$ cat src/rtl/axis_keep_decode.sv
// axis_keep_decode
// Combinational tkeep decode.
//   keep     in  W_KEEP  byte enables of one beat
//   count    out         number of set bits, width $clog2(W_KEEP+1)
//   zero     out         no byte enabled
//   contig   out         keep == 2^n-1 (LSB-aligned, no holes; zero counts)
//   all_ones out         every byte enabled
module axis_keep_decode #(
    parameter int unsigned W_KEEP = 64,
    parameter int unsigned W_CNT  = $clog2(W_KEEP + 1)
) (
    input  logic [W_KEEP-1:0] keep,
    output logic [W_CNT-1:0]  count,
    output logic              zero,
    output logic              contig,
    output logic              all_ones
);

    always_comb begin
        count = '0;
        for (int unsigned i = 0; i < W_KEEP; i++) begin
            count = count + W_CNT'(keep[i]);
        end
    end

    // A mask of the form 2^n-1 has no bit in common with itself plus one.
    logic [W_KEEP-1:0] keep_inc;
    assign keep_inc = keep + W_KEEP'(1);
    assign contig   = ((keep & keep_inc) == '0);
    assign zero     = (keep == '0);
    assign all_ones = &keep;

endmodule

$ cat config.mk
export PLATFORM = sky130hd
export DESIGN_NAME = axis_keep_decode
export DESIGN_NICKNAME = d
export VERILOG_FILES = /design/src/rtl/axis_keep_decode.sv
export SDC_FILE = /design/constraint.sdc
export NUM_CORES = 1
export LEC_CHECK = 0
export CORE_MARGIN = 2
export CORE_UTILIZATION = 31
export DETAILED_ROUTE_END_ITERATION = 12
export SYNTH_ARGS = -nofsm -noshare
export SYNTH_HDL_FRONTEND = slang
export SYNTH_SLANG_ARGS = --single-unit
$ cat constraint.sdc
create_clock -name vclk -period 8.6
set_clock_uncertainty 0.15 [all_clocks]
set_input_delay 1.72 -clock vclk [all_inputs]
set_output_delay 1.72 -clock vclk [all_outputs]
set_load 0.05 [all_outputs]
==> metrics.md, run 1 <==
| Metric | Value |
|---|---|
| Critical path required time | between 6 and 7 ns |
| Max-cap violations | 0 |
| Number of global-route vias before repair | 3463 |
| Initial cell density of the core | 0.315 |
| Initial DRC Count | 220 |
| Tightest slew margin relative to the limit | 0.576 |
| Tot GR Track Use | 0.250 |
| Endpoint kind of the worst setup timing path | output port |
| Fmax | 0.108 GHz |
| Placeable Area | 9110 µm² |
| Sequential cell count | 0 |
| Crit path cell chain | buf_8, fa_2, inv_2, fa_2, inv_2, fa_2, inv_2, fa_2, fa_2, fa_2, fa_2, fa_1, inv_1, ha_2, inv_2, fa_2, inv_2, a21oi_4, o21bai_4, a21oi_4, o21bai_4, buf_12 |
| Top-count cell post-synth | sky130_fd_sc_hd__inv_1 |
| Initial antenna violation count | 0 |
| Synthesized cell area | 2870 µm² |
| Library cell occupying the most area in the post-synthesis netlist | sky130_fd_sc_hd__fa_1 |
| Maximum fanout encountered on the critical timing path | 2 |
| Path class of the lowest-slack min-delay path | in2out |
| Violations in the final reports | setup timing |
| Io pins | between 70 and 80 |
| Post-layout minimum cycle time | about 9.3 ns |
| DRC viols | 0 |
| Final setup slack of the worst path | -0.696 ns |
| Remaining global-route overflow | 0 |
| Post-synthesis instance total | ~370 |
| Synthesized area per cell | 7.73 µm² |
| Result of the run | finished, violations left |
| Global-route wire length before repair | ~19 mm |
| Hold violation total from the final report | 0 |
| ANT cells | 0 |
| Net count reported at finish | between 600 and 700 |
| Total setup violations reported at the end of the flow | 6 |
| Number of buffers and inverters on the critical path | 8 |
| FP Rows | 35 |
| Sequential standard cell area | 0 µm² |
| Count of port buffers added during placement | 74 |
| Final Wtd Congestion | 0.977 |
| Post-route setup TNS | -3.13 ns |
| Post-synth cell types | 40 |
| Syn nets | roughly 510 |
| Post-route antenna net violation count | 0 |
| Number of warnings reported in the yosys synthesis log | 0 |
| Die H | around 100 µm |
| Utilization of the core after routing | 0.495 |
| Critical path's top delay family | adder cells |
| WL final | ~12 mm |
| Share of the clock period used by the worst path after layout | 1.08 |
| Share of cells above drive strength 1 | 0.345 |
| Critical path launch point type | input port |
| Via density per instance | around 5.3 |
| Largest cells by area after synthesis | sky130_fd_sc_hd__fa_1 (38%), sky130_fd_sc_hd__inv_1 (14%), sky130_fd_sc_hd__ha_1 (7.9%) |
| Sum of net half-perimeters after detailed placement | ~11 mm |
| Critical path data arrival time | 7.43 ns |
| Top cell by count, worst path | sky130_fd_sc_hd__fa_2 |
| Seq/Total Area, Yosys | 0 |
| Number of vias after detailed routing | 3361 |
| Die area | 10000 µm² |
| Area growth syn-to-layout | 57.2% |
| Synth top area share | 0.377 |
| Post-DR wirelength/cell | roughly 19 µm |
| Post-synth top cells | sky130_fd_sc_hd__inv_1 (110), sky130_fd_sc_hd__fa_1 (54), sky130_fd_sc_hd__nand4_1 (28), sky130_fd_sc_hd__nand2_1 (26), sky130_fd_sc_hd__nor4_1 (21) |
| Detailed-routing iteration count for the pre-antenna-repair pass | 4 |
| Critical path type | in2out |
| Number of clock buffer instances in the layout | 0 |
| Largest incremental delay on the critical path | 0.59 ns |
| Pin count of the biggest net entering global routing | 10 |
| Width of the die | 100 µm |
| Unrepaired setup endpoints after global routing | true |
| Worst-Margin Slew | 0.632 ns |
| Critical-path cell with the highest stage delay | sky130_fd_sc_hd__fa_2 |
| Max Transition Viols Final | 0 |
## cell families (layout without fill, tap and decap cells)
kind of cell,after synthesis,after routing,share of synthesized area
AOI/OAI and AO/OA,54,54,0.122
xor gates and xnor gates,4,4,0.0122
adders and majority gates,72,72,0.455
buffers and inverters,110,261,0.144
and+or+nand+nor,131,131,0.266
## layout make-up
cell class,count,area [µm²]
tap,111,139
multi-input combinational,261,2630
timing repair buffer,151,1320
inverter,110,420
fill,934,4600
## layout by cell type, fill, tap and decap left out, types with 4 or more instances in the layout
master                             n
sky130_fd_sc_hd__clkdlybuf4s15_1   7
sky130_fd_sc_hd__o31ai_1           9
sky130_fd_sc_hd__buf_12            6
sky130_fd_sc_hd__fa_2             16
sky130_fd_sc_hd__nor2_1           10
sky130_fd_sc_hd__inv_2            36
sky130_fd_sc_hd__o21ai_0          14
sky130_fd_sc_hd__nand2_1          26
sky130_fd_sc_hd__nor4_1           21
sky130_fd_sc_hd__clkbuf_2          5
sky130_fd_sc_hd__ha_1             17
sky130_fd_sc_hd__nand3_1          20
sky130_fd_sc_hd__buf_6             4
sky130_fd_sc_hd__fa_1             38
sky130_fd_sc_hd__nand4_1          28
sky130_fd_sc_hd__buf_4            75
sky130_fd_sc_hd__inv_1            73
sky130_fd_sc_hd__nor3_1           11
sky130_fd_sc_hd__buf_2            14
sky130_fd_sc_hd__clkdlybuf4s50_1  33
## metal layers
metal  routed length [µm]  GRT usage
met1                 5290      0.372
met2                 5550      0.389
met3                 1050     0.0376
met4                  293     0.0474
met5                    0          0
## stage by stage
step,setup slack [ns],cell area (µm²),instances,hold WS [ns]
after global placement,-1.07,4450,627,4.24
after floorplan,-0.404,2970,371,3.56
after detailed placement,-1.13,4450,627,4.24
after global routing,-0.852,4510,633,4.28
after CTS,-0.719,4500,631,4.24
final,-0.696,4510,633,4.25
## what timing repair did
action,4_1_cts,5_1_grt
pin swaps,43,44
hold buffers,0,0
endpoints found under the setup margin,7,7
resized for setup,138,36
buffers inserted,4,2
## final timing paths
kind,from,endpoint,slack [ns],cells after the start
max,keep[17],count[6],-0.70,22
min,keep[2],count[0],4.25,3
Power of run 1 is left out: the tool's default activity adds up to more than one toggle a clock period on the data nets, which glitch-free logic cannot reach.
==> run 2: changes to the inputs <==
--- a/config.mk
+++ b/config.mk
@@ -6,8 +6,10 @@
 export NUM_CORES = 1
 export LEC_CHECK = 0
 export CORE_MARGIN = 2
-export CORE_UTILIZATION = 31
+export CORE_UTILIZATION = 47
 export DETAILED_ROUTE_END_ITERATION = 12
+export PLACE_DENSITY = 0.8
+export RECOVER_POWER = 50
 export SYNTH_ARGS = -nofsm -noshare
 export SYNTH_HDL_FRONTEND = slang
 export SYNTH_SLANG_ARGS = --single-unit
==> run 2 against run 1 <==
  * Design area is 1.6% lower
  * Utilization up 25 points
  * Critical endpoint is now count[5]
  * Count of clock-buffer cells in the layout did not move
  * Largest cell class unchanged
  * The flow still finishes with violations (setup timing)
  * Critical path depth unchanged
  * Sequential share of layout area stayed put
  * Critical path type unchanged
  * Setup slack got worse by 0.064 ns
==> metrics.md, run 2 (synthesized netlist as in run 1, its figures left out) <==
| Metric | Value |
|---|---|
| Initial cell density of the core | 0.484 |
| Detailed-routing iteration count for the pre-antenna-repair pass | 5 |
| Placed Cells incl. Taps | about 590 |
| Violations in the final reports | setup timing |
| Placeable Area | around 5900 µm² |
| Final non-filler cell total | between 500 and 600 |
| Tightest slew margin relative to the limit | 0.527 |
| Critical path type | in2out |
| Critical path's top delay family | adder cells |
| Share of cells above drive strength 1 | 0.337 |
| FP Rows | 28 |
| Total setup violations reported at the end of the flow | 6 |
| Width of the die | ~82 µm |
| Critical path launch point type | input port |
| Io pins | 74 |
| DRC viols | 0 |
| Area used by multi-input combinational logic | about 2600 µm² |
| Max-cap violations | 0 |
| Hold violation total from the final report | 0 |
| Endpoint kind of the worst setup timing path | output port |
| Crit path cell chain | buf_8, inv_4, fa_1, inv_2, fa_2, inv_2, fa_1, inv_2, fa_2, inv_2, fa_2, fa_1, fa_1, fa_1, inv_1, ha_1, a21o_1, a21oi_2, o21bai_1, a21oi_2, xor2_4, buf_12 |
| Max Transition Viols Final | 0 |
| Net count reported at finish | 657 |
| Highest-count cells in the layout ignoring fill and taps | sky130_fd_sc_hd__buf_4 (74), sky130_fd_sc_hd__inv_1 (72), sky130_fd_sc_hd__fa_1 (38), sky130_fd_sc_hd__inv_2 (36), sky130_fd_sc_hd__clkdlybuf4s50_1 (32) |
| Initial antenna violation count | 0 |
| Die area | between 6000 and 7000 µm² |
| Tot GR Track Use | 0.351 |
| Critical Path Source | keep[37] |
| Result of the run | finished, violations left |
| Utilization of the core after routing | 0.749 |
| Final setup slack of the worst path | -0.760 ns |
| Path class of the lowest-slack min-delay path | in2out |
| Post-route setup TNS | -3.22 ns |
| Post-layout minimum cycle time | a little over 9 ns |
| Fmax | roughly 0.11 GHz |
| Share of the clock period used by the worst path after layout | 1.09 |
| Unrepaired setup endpoints after global routing | true |
| Sequential cell count | 0 |
| CP Depth | 22 |
| Critical path required time | 6.73 ns |
| End of the critical path | count[5] |
| WHS | approximately 4.2 ns |
| Global-route wire length before repair | ~18 mm |
| Number of global-route vias before repair | approximately 3.5k |
| Number of vias after detailed routing | about 3.5k |
| Number of buffers and inverters on the critical path | 8 |
| Critical path data arrival time | between 7 and 8 ns |
| Sum of net half-perimeters after detailed placement | 9.94 mm |
| Largest incremental delay on the critical path | about 0.55 ns |
| Final Wtd Congestion | between 1 and 1.5 |
| Top cell by count, worst path | sky130_fd_sc_hd__fa_1 |
| Area growth syn-to-layout | 54.7% |
| Initial DRC Count | between 400 and 500 |
| Die H | 82.1 µm |
| ANT cells | 0 |
| WL final | ~12 mm |
| Count of port buffers added during placement | 74 |
| Remaining global-route overflow | 0 |
| Number of clock buffer instances in the layout | 0 |
| Pin count of the biggest net entering global routing | 10 |
| Critical-path cell with the highest stage delay | sky130_fd_sc_hd__fa_1 |
| Cts-stage hold buffer count | 0 |
| Post-DR wirelength/cell | 19.6 µm |
| Post-route antenna net violation count | 0 |
| Maximum fanout encountered on the critical timing path | 2 |
| Total of fill cells in the finished design | 454 |
| Worst-Margin Slew | 0.705 ns |
| Most common cell after layout, fill and taps aside | sky130_fd_sc_hd__buf_4 |
| Sequential standard cell area | 0 µm² |
| Via density per instance | around 6 |
run 2: cell count changes in the layout (fill, tap and decap cells not counted), sizes merged:
cell	before	now
buf	102	93
dlygate4sd2	2	5
clkbuf	6	8
dlygate4sd3	0	2
clkdlybuf4s15	7	8
clkdlybuf4s50	33	32
dlymetal6s2s	1	0
run 2: layer usage:
layer,track usage,wire length [µm],share of wire
met1,0.502,4360,0.37
met2,0.541,5360,0.46
met3,0.0696,1480,0.13
met4,0.102,452,0.039
met5,0,0,0
run 2: repair_timing:
| action | in CTS | in global routing |
|---|---|---|
| resized for setup | 117 | 36 |
| setup buffers | 5 | 3 |
| endpoints found under the setup margin | 7 | 7 |
| hold endpoints to repair | 0 | 0 |
| pin swaps | 39 | 35 |
run 2: worst min path at each step:
stage,startpoint,end,slack (ns),cells past startpoint
after floorplan,keep[28],zero,3.56,3
after global placement,keep[2],count[0],4.21,3
after detailed placement,keep[2],count[0],4.23,3
after CTS,keep[2],count[0],4.23,3
after global routing,keep[2],count[0],4.26,3
final,keep[2],count[0],4.22,3
run 2: cell type report:
class              instances  area share
inverters                110      0.0953
well taps                 75      0.0212
multi-input cells        261       0.591
repair buffers           148       0.293
run 2: through the flow:
| step | instance area, µm² | worst slack [ns] |
|---|---|---|
| 2_1_floorplan | 2970 | -0.404 |
| 3_3_place_gp | 4390 | -1.04 |
| 3_5_place_dp | 4390 | -1.24 |
| 4_1_cts | 4420 | -0.797 |
| 5_1_grt | 4440 | -0.888 |
| 6_report | 4440 | -0.760 |
Power of run 2 is left out for the same reason.
